## config.mk

```make
export PLATFORM = sky130hd
export DESIGN_NAME = fsa_adder_arbiter_flat
export DESIGN_NICKNAME = d
export VERILOG_FILES = /design/src/rtl/fsa_adder_arbiter_if.sv /design/src/rtl/fsa_adder_arbiter.sv /design/src/flat_wrapper.sv
export SDC_FILE = /design/constraint.sdc
export NUM_CORES = 1
export LEC_CHECK = 0
export BUFFER_PORTS_ARGS = -buffer_cell sky130_fd_sc_hd__buf_2
export CAP_MARGIN = 20
export CORE_ASPECT_RATIO = 0.5
export CORE_UTILIZATION = 40
export DETAILED_ROUTE_END_ITERATION = 7
export PLACE_DENSITY = 0.72
export SETUP_SLACK_MARGIN = 0.5
export SYNTH_ARGS = -nofsm -noshare
export SYNTH_HDL_FRONTEND = slang
export SYNTH_SLANG_ARGS = --single-unit
```

## constraint.sdc

```tcl
create_clock -name clk -period 2.8 [get_ports clk]
set_input_delay 0.28 -clock clk [delete_from_list [all_inputs] [get_ports clk]]
set_output_delay 0.28 -clock clk [all_outputs]
set_load 0.005 [all_outputs]
```

## src/rtl/fsa_adder_arbiter_if.sv

```systemverilog
// Requester/result handshake bundle for fsa_adder_arbiter: four requesters with
// packed operands on one side, a single registered result channel on the other.
interface fsa_adder_arbiter_if;
  logic [3:0]  req_valid;
  logic [3:0]  req_ready;
  logic [31:0] req_x;
  logic [15:0] req_y;
  logic        res_valid;
  logic        res_ready;
  logic [8:0]  res_sum;
  logic [1:0]  res_tag;

  modport master (
    output req_valid, req_x, req_y, res_ready,
    input  req_ready, res_valid, res_sum, res_tag
  );

  modport slave (
    input  req_valid, req_x, req_y, res_ready,
    output req_ready, res_valid, res_sum, res_tag
  );
endinterface

```

## src/rtl/fsa_adder_arbiter.sv

```systemverilog
// Round-robin arbiter sharing one 8+4 carry-look-ahead adder between four requesters.
// Optional macro FSA_ARB_SAT_EN clamps any carry-out result to 9'h0FF.
module fsa_adder_arbiter #(
  parameter int NREQ = 4,
  parameter int CNTW = 16
) (
  input  logic                clk,
  input  logic                rst,
  fsa_adder_arbiter_if.slave  bus,
  output logic [CNTW-1:0]     txn_count
);

  typedef enum logic {
    EMPTY = 1'b0,
    FULL  = 1'b1
  } state_e;

  state_e            state_q, state_d;
  logic [8:0]        sum_q, sum_d;
  logic [1:0]        tag_q, tag_d;
  logic [1:0]        ptr_q, ptr_d;
  logic [CNTW-1:0]   cnt_q, cnt_d;

  logic              grant_found;
  logic [1:0]        grant_idx;
  logic [1:0]        cand;
  logic [7:0]        op_x;
  logic [3:0]        op_y;
  logic [4:0]        lo_res;
  logic [4:0]        hi_res;
  logic [8:0]        raw_sum;
  logic [8:0]        add_res;
  logic              can_accept;
  logic              xfer;
  logic              consume;

  // 4-bit lookahead group: every carry is a flat sum of products of g/p and cin.
  function automatic logic [4:0] cla4(input logic [3:0] a, input logic [3:0] b,
                                      input logic cin);
    logic [3:0] g;
    logic [3:0] p;
    logic [4:0] c;
    g    = a & b;
    p    = a ^ b;
    c[0] = cin;
    c[1] = g[0] | (p[0] & cin);
    c[2] = g[1] | (p[1] & g[0]) | (p[1] & p[0] & cin);
    c[3] = g[2] | (p[2] & g[1]) | (p[2] & p[1] & g[0]) | (p[2] & p[1] & p[0] & cin);
    c[4] = g[3] | (p[3] & g[2]) | (p[3] & p[2] & g[1]) | (p[3] & p[2] & p[1] & g[0])
         | (p[3] & p[2] & p[1] & p[0] & cin);
    return {c[4], p ^ c[3:0]};
  endfunction

  // Search downward so the lowest offset from ptr_q is the one left standing.
  // NOTE: every always_comb output gets a default first so no path can infer a latch.
  always_comb begin
    grant_found = 1'b0;
    grant_idx   = ptr_q;
    cand        = ptr_q;
    for (int k = NREQ - 1; k >= 0; k--) begin
      cand = ptr_q + 2'(k);
      if (bus.req_valid[cand]) begin
        grant_found = 1'b1;
        grant_idx   = cand;
      end
    end
  end

  assign op_x = bus.req_x[{grant_idx, 3'b000} +: 8];
  assign op_y = bus.req_y[{grant_idx, 2'b00} +: 4];

  assign lo_res  = cla4(op_x[3:0], op_y, 1'b0);
  assign hi_res  = cla4(op_x[7:4], 4'h0, lo_res[4]);
  assign raw_sum = {hi_res, lo_res[3:0]};

`ifdef FSA_ARB_SAT_EN
  assign add_res = raw_sum[8] ? 9'h0FF : raw_sum;
`else
  assign add_res = raw_sum;
`endif

  assign can_accept = (state_q == EMPTY) || bus.res_ready;
  assign xfer       = can_accept && grant_found && !rst;
  assign consume    = (state_q == FULL) && bus.res_ready;

  always_comb begin
    state_d = state_q;
    sum_d   = sum_q;
    tag_d   = tag_q;
    ptr_d   = ptr_q;
    cnt_d   = cnt_q;
    if (consume && (cnt_q != {CNTW{1'b1}})) begin
      cnt_d = cnt_q + 1'b1;
    end
    if (xfer) begin
      state_d = FULL;
      sum_d   = add_res;
      tag_d   = grant_idx;
      ptr_d   = grant_idx + 2'd1;
    end else if (consume) begin
      state_d = EMPTY;
    end
  end

  // NOTE: sequential state uses non-blocking assignments so every register samples pre-edge values.
  always_ff @(posedge clk) begin
    if (rst) begin
      state_q <= EMPTY;
      sum_q   <= '0;
      tag_q   <= '0;
      ptr_q   <= '0;
      cnt_q   <= '0;
    end else begin
      state_q <= state_d;
      sum_q   <= sum_d;
      tag_q   <= tag_d;
      ptr_q   <= ptr_d;
      cnt_q   <= cnt_d;
    end
  end

  assign bus.req_ready = xfer ? (4'b0001 << grant_idx) : 4'b0000;
  assign bus.res_valid = (state_q == FULL);
  assign bus.res_sum   = sum_q;
  assign bus.res_tag   = tag_q;
  assign txn_count     = cnt_q;

endmodule

```

## src/flat_wrapper.sv

```systemverilog
// flat-port wrapper written by rule: the top's interface ports become plain ports
module fsa_adder_arbiter_flat 
#(
  parameter int NREQ = 4,
  parameter int CNTW = 16
)
  (clk, rst, txn_count, bus_req_valid, bus_req_x, bus_req_y, bus_res_ready, bus_req_ready, bus_res_valid, bus_res_sum, bus_res_tag);
  fsa_adder_arbiter_if bus_i ();
  input  logic clk;
  input  logic rst;
  output logic [CNTW-1:0] txn_count;
  input wire logic [$bits(bus_i.req_valid)-1:0] bus_req_valid;
  input wire logic [$bits(bus_i.req_x)-1:0] bus_req_x;
  input wire logic [$bits(bus_i.req_y)-1:0] bus_req_y;
  input wire logic [$bits(bus_i.res_ready)-1:0] bus_res_ready;
  output wire logic [$bits(bus_i.req_ready)-1:0] bus_req_ready;
  output wire logic [$bits(bus_i.res_valid)-1:0] bus_res_valid;
  output wire logic [$bits(bus_i.res_sum)-1:0] bus_res_sum;
  output wire logic [$bits(bus_i.res_tag)-1:0] bus_res_tag;
  assign bus_i.req_valid = bus_req_valid;
  assign bus_i.req_x = bus_req_x;
  assign bus_i.req_y = bus_req_y;
  assign bus_i.res_ready = bus_res_ready;
  assign bus_req_ready = bus_i.req_ready;
  assign bus_res_valid = bus_i.res_valid;
  assign bus_res_sum = bus_i.res_sum;
  assign bus_res_tag = bus_i.res_tag;
  fsa_adder_arbiter #(.NREQ(NREQ), .CNTW(CNTW)) u_core (.clk(clk), .rst(rst), .bus(bus_i), .txn_count(txn_count));
endmodule
```

# [Word level (Yosys, flattened, before mapping)]
# Index checks and enable logic that the tools add are counted.
# W data, S select, Z words.
[word_totals] regBits=30 in_bits=55 output_inout_bits=32 word_cells=74
[classes] addsub=5 magnitude_cmp=4 eq_ne=1 n_shift=3 mux=19 bitwise=30 reduce_logical=7
[ops] op="$shiftx A32 B6 Y8" count=1
[ops] op="$and A1 B1 Y1" count=19
[ops] op="$add A16 B1 Y16 const B" count=1
[ops] op="$ne A16 B16 Y1 const B" count=1
[ops] op="$shiftx A16 B5 Y4" count=1
[ops] op="$lt A2 B3 Y1 const B" count=4
[ops] op="$xor A4 B4 Y4" count=3
[ops] op="$mux W1" count=10
[ops] op="$bmux W1 S2" count=4
[ops] op="$mux W2" count=4
[ops] op="$or A1 B1 Y1" count=6
[ops] op="$add A2 B1 Y2 const B" count=2
[ops] op="$add A2 B2 Y2 const B" count=2
[ops] op="$and A4 B4 Y4" count=1
[ops] op="$logic_and A1 B1 Y1" count=4
[ops] op="$mux W4" count=1
[ops] op="$shl A1 B2 Y4 const A" count=1
[ops] op="$reduce_bool A2 Y1" count=1
[ops] op="$logic_not A1 Y1" count=1
[ops] op="$logic_or A1 B1 Y1" count=1
[ops] op="$not A1 Y1" count=1

# [Logic depth before layout (Yosys ltp)]
[logic_depth] word_depth=15 mapped_depth=16 depth_no_buf=15

# [Least setup slack after synthesis]
# Ideal clock, no wire load.
[synth_timing] kind="reg-to-reg" startpoint="register u_core.ptr_q[1]" endpoint="register u_core.sum_q[7] (netlist: u_core.bus.res_sum[7])" setup_time_ns=0.120 arrival_ns=2.746 required_time_ns=2.680 slack_ns=-0.066 stages_incl_launch_ff=17 path_buffers=2 period_less_slack_ns=2.866 cell_sequence="dfxtp_1 -> nor3_1 -> nor4_2 -> nor2_1 -> inv_4 -> buf_4 -> buf_2 -> nand2_1 -> and3_1 -> a31oi_1 -> ha_1 -> a21oi_1 -> o21bai_1 -> inv_1 -> a221oi_2 -> a311oi_1 -> a211o_1"
[synth_via] elab_chain_cells=15 word_cells_on_any_way=37 cone_classes="3 x add/sub; 2 x shift; 16 x mux; 14 x bitwise; 2 x reduce/logical"
[synth_rtl] item="start, declared" line="fsa_adder_arbiter.sv:21" rtl="logic [1:0] ptr_q, ptr_d;"
[synth_rtl] item="start signal, assigned" line="fsa_adder_arbiter.sv:117" rtl="ptr_q <= ptr_d;"
[synth_rtl] item="$add A2 B2 Y2" line="fsa_adder_arbiter.sv:61" rtl="cand = ptr_q + 2'(k);"
[synth_rtl] item="$bmux W1 S2" line="fsa_adder_arbiter.sv:62" rtl="if (bus.req_valid[cand]) begin"
[synth_rtl] item="$mux W1 (implied by the code)" line="fsa_adder_arbiter.sv:62"
[synth_rtl] item="$mux W2 (3 in series)" line="fsa_adder_arbiter.sv:62"
[synth_rtl] item="$mux W2 *" line="fsa_adder_arbiter.sv:62"
[synth_rtl] item="net u_core.grant_idx[1]" line="fsa_adder_arbiter.sv:25" rtl="logic [1:0] grant_idx;"
[synth_rtl] item="$shiftx A32 B6 Y8 or $shiftx A16 B5 Y4 (tied branches)" line="fsa_adder_arbiter.sv:69, fsa_adder_arbiter.sv:70"
[synth_rtl] item="$xor A4 B4 Y4 or $and A4 B4 Y4 (tied branches)" line="fsa_adder_arbiter.sv:44, fsa_adder_arbiter.sv:43"
[synth_rtl] item="$and A1 B1 Y1" line="fsa_adder_arbiter.sv:49" rtl="c[4] = g[3] | (p[3] & g[2]) | (p[3] & p[2] & g[1]) | (p[3] & p[2] & p[1] & g[0])"
[synth_rtl] item="$or A1 B1 Y1 or $and A1 B1 Y1 (tied branches) (2 in series)" line="fsa_adder_arbiter.sv:49"
[synth_rtl] item="$or A1 B1 Y1" line="fsa_adder_arbiter.sv:49"
[synth_rtl] item="$and A1 B1 Y1" line="fsa_adder_arbiter.sv:48" rtl="c[3] = g[2] | (p[2] & g[1]) | (p[2] & p[1] & g[0]) | (p[2] & p[1] & p[0] & cin);"
[synth_rtl] item="$xor A4 B4 Y4 *" line="fsa_adder_arbiter.sv:51" rtl="return {c[4], p ^ c[3:0]};"
[synth_rtl] item="end signal, assigned" line="fsa_adder_arbiter.sv:115" rtl="sum_q <= sum_d;"
[synth_rtl] item="end, declared" line="fsa_adder_arbiter.sv:19" rtl="logic [8:0] sum_q, sum_d;"
# The timed path passes the listed nets; every way through them passes the cells marked *. The select of a mux whose other input is x is not followed.
# A chain may end at the register's enable or synchronous reset.

# [Worst setup path after layout]
[layout_timing] startpoint="register u_core.ptr_q[1]" endpoint="register u_core.sum_q[7] (netlist: u_core.bus.res_sum[7])"
[layout_via] elab_chain_cells=15 word_cells_on_any_way=37 cone_classes="3 x add/sub; 2 x shift; 16 x mux; 14 x bitwise; 2 x reduce/logical"
[layout_rtl] item="$add A2 B2 Y2" line="fsa_adder_arbiter.sv:61"
[layout_rtl] item="$bmux W1 S2" line="fsa_adder_arbiter.sv:62"
[layout_rtl] item="$mux W1 (implied by the code)" line="fsa_adder_arbiter.sv:62"
[layout_rtl] item="$mux W2 (4 in series)" line="fsa_adder_arbiter.sv:62"
[layout_rtl] item="$shiftx A32 B6 Y8 or $shiftx A16 B5 Y4 (tied branches)" line="fsa_adder_arbiter.sv:69, fsa_adder_arbiter.sv:70"
[layout_rtl] item="$xor A4 B4 Y4 or $and A4 B4 Y4 (tied branches)" line="fsa_adder_arbiter.sv:44, fsa_adder_arbiter.sv:43"
[layout_rtl] item="$and A1 B1 Y1" line="fsa_adder_arbiter.sv:49"
[layout_rtl] item="$or A1 B1 Y1 or $and A1 B1 Y1 (tied branches) (2 in series)" line="fsa_adder_arbiter.sv:49"
[layout_rtl] item="$or A1 B1 Y1" line="fsa_adder_arbiter.sv:49"
[layout_rtl] item="$and A1 B1 Y1" line="fsa_adder_arbiter.sv:48"
[layout_rtl] item="$xor A4 B4 Y4" line="fsa_adder_arbiter.sv:51"
# Several ways; a longest one is shown, not always the timed one. The select of a mux whose other input is x is not followed.

==> impl_metrics.toml <==
[worst_setup_path]
critPathMaxFanout = 8
slowest_delay_ns = 0.37
regToRegStartpoint = "u_core.ptr_q[1]"
path_class = "register to register"
crit_slowest_cell = "dfxtp_4"
worst-r2r-cell-count = 16
r2r_slack_ns = -0.02
cp_num_cells = 16
worst_ep_required_time_ns = 2.96
end_kind = "register"
cp_top_family = "compound AO/OA/AOI/OAI gates"
r2r_end = "u_core.bus.res_sum[7]"
cp.arrival_ns = 2.99
cp_cell_sequence = "and3b_2, nor4_4, nor2_4, inv_6, buf_6, nand2_1, nand3_2, and2_4, ha_4, a21o_1, a21oi_2, o21bai_1, inv_1, a221oi_4, a311oi_1, a211o_1"
critPathLaunchType = "register"
crit_buf_inv = 3

[sta]
max_slew.worst_pin.slew_ns = 0.582
maxSlewViolCount = 0
fin_tns_setup_ns = -0.0207
clock_skew_ns = 0.00218
hold_viol_final = 0
setup_viol = 1
fmax_mhz = 355
setup_slack_ns = -0.0207
grt_setup_unrepaired = "yes"
slew_headroom = 0.609
period_needed_ns = 2.82
min_period_over_period = 1.01

[clock_tree]
clockBufferDepth = 2
clk_latency_ns = 0.28
hold_buffers = 0
cts_sinks = 30
cts_max_level = 2
tritoncts = "built"
root_buffer = "clkbuf_8"
cts_buffers = 5
clk_transition_reported_paths_ns = 0.06

[synthesis]
synth-main-ff-cell = "dfxtp_1"
ys_top_cells_by_count = "nand2_1 (50), dfxtp_1 (30), nor2_1 (22), nand3_1 (18), xor2_1 (13)"
synth_edf_count = 0
yosys-top-cells-area = "dfxtp_1 (31%), nand2_1 (9.7%), ha_1 (6.5%), xor2_1 (5.9%), nand3_1 (4.7%)"
avgSynthCellArea_um2 = 7.70
ys_async_sr_fraction = 0
yosysMostFrequentCell = "nand2_1"
netlist.area_leader.share = 0.311
syn-cell-area_mm2 = 0.00193
ys_seq_area_frac = 0.311
synth_area_leader_cell = "dfxtp_1"
synth-seq-cells = 30
synth_cell_types = 43
yosysWarnings = 0
syn_inst = 251
synth_nets = 317

[routing]
totalWireLength_um = 5310
vias = 2171
drt_iter0_markers = 150
post_drt_wl_per_cell_um = 12.3
vias_per_cell = 5.04
drc = 0
firstDrtPassIters = 4
antenna_left = 0

[place]
portBuffers = 86
dpl.hpwl_um = 3880
place.gp.congestion = 0.854
preCtsSetupSlack_ns = -0.189

[die]
die_area_mm2 = 0.00513
start_util = 0.428
chipHeight_um = 51.1
rows = 17
die_x_um = 100
io_pins = 87
core_mm2 = 0.00451

[global_routing]
grt_pass1_wl_um = 8780
grt_pass1_vias = 1970
antenna_found_initial = 0
track_usage = 0.220
grt_overflow = 0
grtUsageMet2 = 0.390
grt.met1_usage = 0.264
grt_max_degree = 22
grt-busiest-layer = "met2"
use_met3 = 0.0438

[finish]
drive_above_1_share = 0.416
fillers = 395
synthToLayoutAreaGrowth_pct = 47.4
diodes = 0
multiInputGateArea_mm2 = 0.00135
regArea_um2 = 606
nets = 431

[run_status]
violations = "negative setup slack"
status = "complete, but fails checks"

[flow_run]
drv_cap = 0

[worst_hold_path]
hold_class = "primary input to register"
hold-path-endpoint = "u_core.bus.res_valid"
hp-start = "bus_res_ready"
hold_depth = 4

[power_and_ir_drop]
p_per_area_mw_per_mm2 = 677
peakVddDrop_uv = 319
p_leak_uw = 0.00144
[final cells by class]
| cell class | count | area share |
|---|---|---|
| multi-input cells | 200 | 0.475 |
| repair buffers | 119 | 0.243 |
| flip-flops and latches | 30 | 0.213 |
| well taps | 66 | 0.0290 |
| clock buffers | 7 | 0.0268 |
| inverters | 9 | 0.0136 |
[kinds of logic after synthesis]
group           Yosys count  share of synthesized area
flops                    30                      0.311
fa+ha+maj                11                     0.0751
simple gates            130                      0.321
buf+inv                  21                     0.0460
mux                       8                     0.0421
compound gates           33                      0.123
xor+xnor                 18                     0.0816
[cell usage in the layout, fill, tap and decap left out, types with 6 or more instances in the layout]
cell     count
buf_2       86
nand2_1     46
buf_4       29
dfxtp_1     28
nor2_1      21
nand3_1     16
xor2_1      12
and3_1      11
and2_1       9
ha_1         8
mux2i_1      7
inv_1        6
a31oi_1      6
[metal layers]
| metal | share of wire | wire length, um |
|---|---|---|
| met4 | 0.012 | 64 |
| met1 | 0.44 | 2330 |
| met3 | 0.050 | 264 |
| met2 | 0.50 | 2640 |
| met5 | 0 | 0 |
[worst min-delay path: cells and delay by family]
kind          cells  cell delay (ns)
simple gates      3             0.22
buf+inv           1             0.11
[power by group]
part | internal (uW) | switching [uW] | leakage [uW]
clock network | 171 | 148 | 0.0000383
logic | 570 | 513 | 0.00115
registers | 489 | 38.8 | 0.000246
total | 1230 | 700 | 0.00144
[stage by stage]
| stage | area, um^2 | hold WS, ns | utilization | instances | power (uW) |
|---|---|---|---|---|---|
| floorplan | 1970 | 0.450 | - | 251 | 1060 |
| global placement | 2540 | 0.448 | 0.563 | 409 | 1350 |
| detailed placement | 2540 | 0.451 | 0.563 | 409 | 1380 |
| CTS | 2820 | 0.359 | 0.625 | 431 | 1880 |
| global route | 2850 | 0.411 | 0.632 | 431 | 2080 |
| finish | 2850 | 0.374 | 0.632 | 431 | 1930 |
[worst max path at each step]
| stage | startpoint | end | slack, ns |
|---|---|---|---|
| after floorplan | u_core.ptr_q[1] | u_core.bus.res_sum[7] | 0.06 |
| after global placement | bus_req_valid[2] | u_core.bus.res_sum[7] | -0.06 |
| after detailed placement | bus_req_valid[2] | u_core.bus.res_sum[7] | -0.19 |
| after CTS | u_core.ptr_q[1] | u_core.bus.res_sum[7] | 0.03 |
| after global routing | u_core.ptr_q[1] | u_core.bus.res_sum[7] | -0.17 |
| final | u_core.ptr_q[1] | u_core.bus.res_sum[7] | -0.02 |
[flip-flops by register name, indices dropped and copies added, names as in the netlist]
name,count
u_core.bus.res_sum,9
u_core.bus.res_tag,2
u_core.bus.res_valid,1
u_core.ptr_q,2
u_core.txn_count,16
[what timing repair did]
action | in CTS | in global routing
setup buffers | 14 | 0
resized for setup | 25 | 6
cloned | 1 | 0
hold endpoints to repair | 0 | 0
pin swaps | 9 | 5
setup endpoints to repair | 8 | 11
Note: power is estimated with default switching activity, not from simulation.
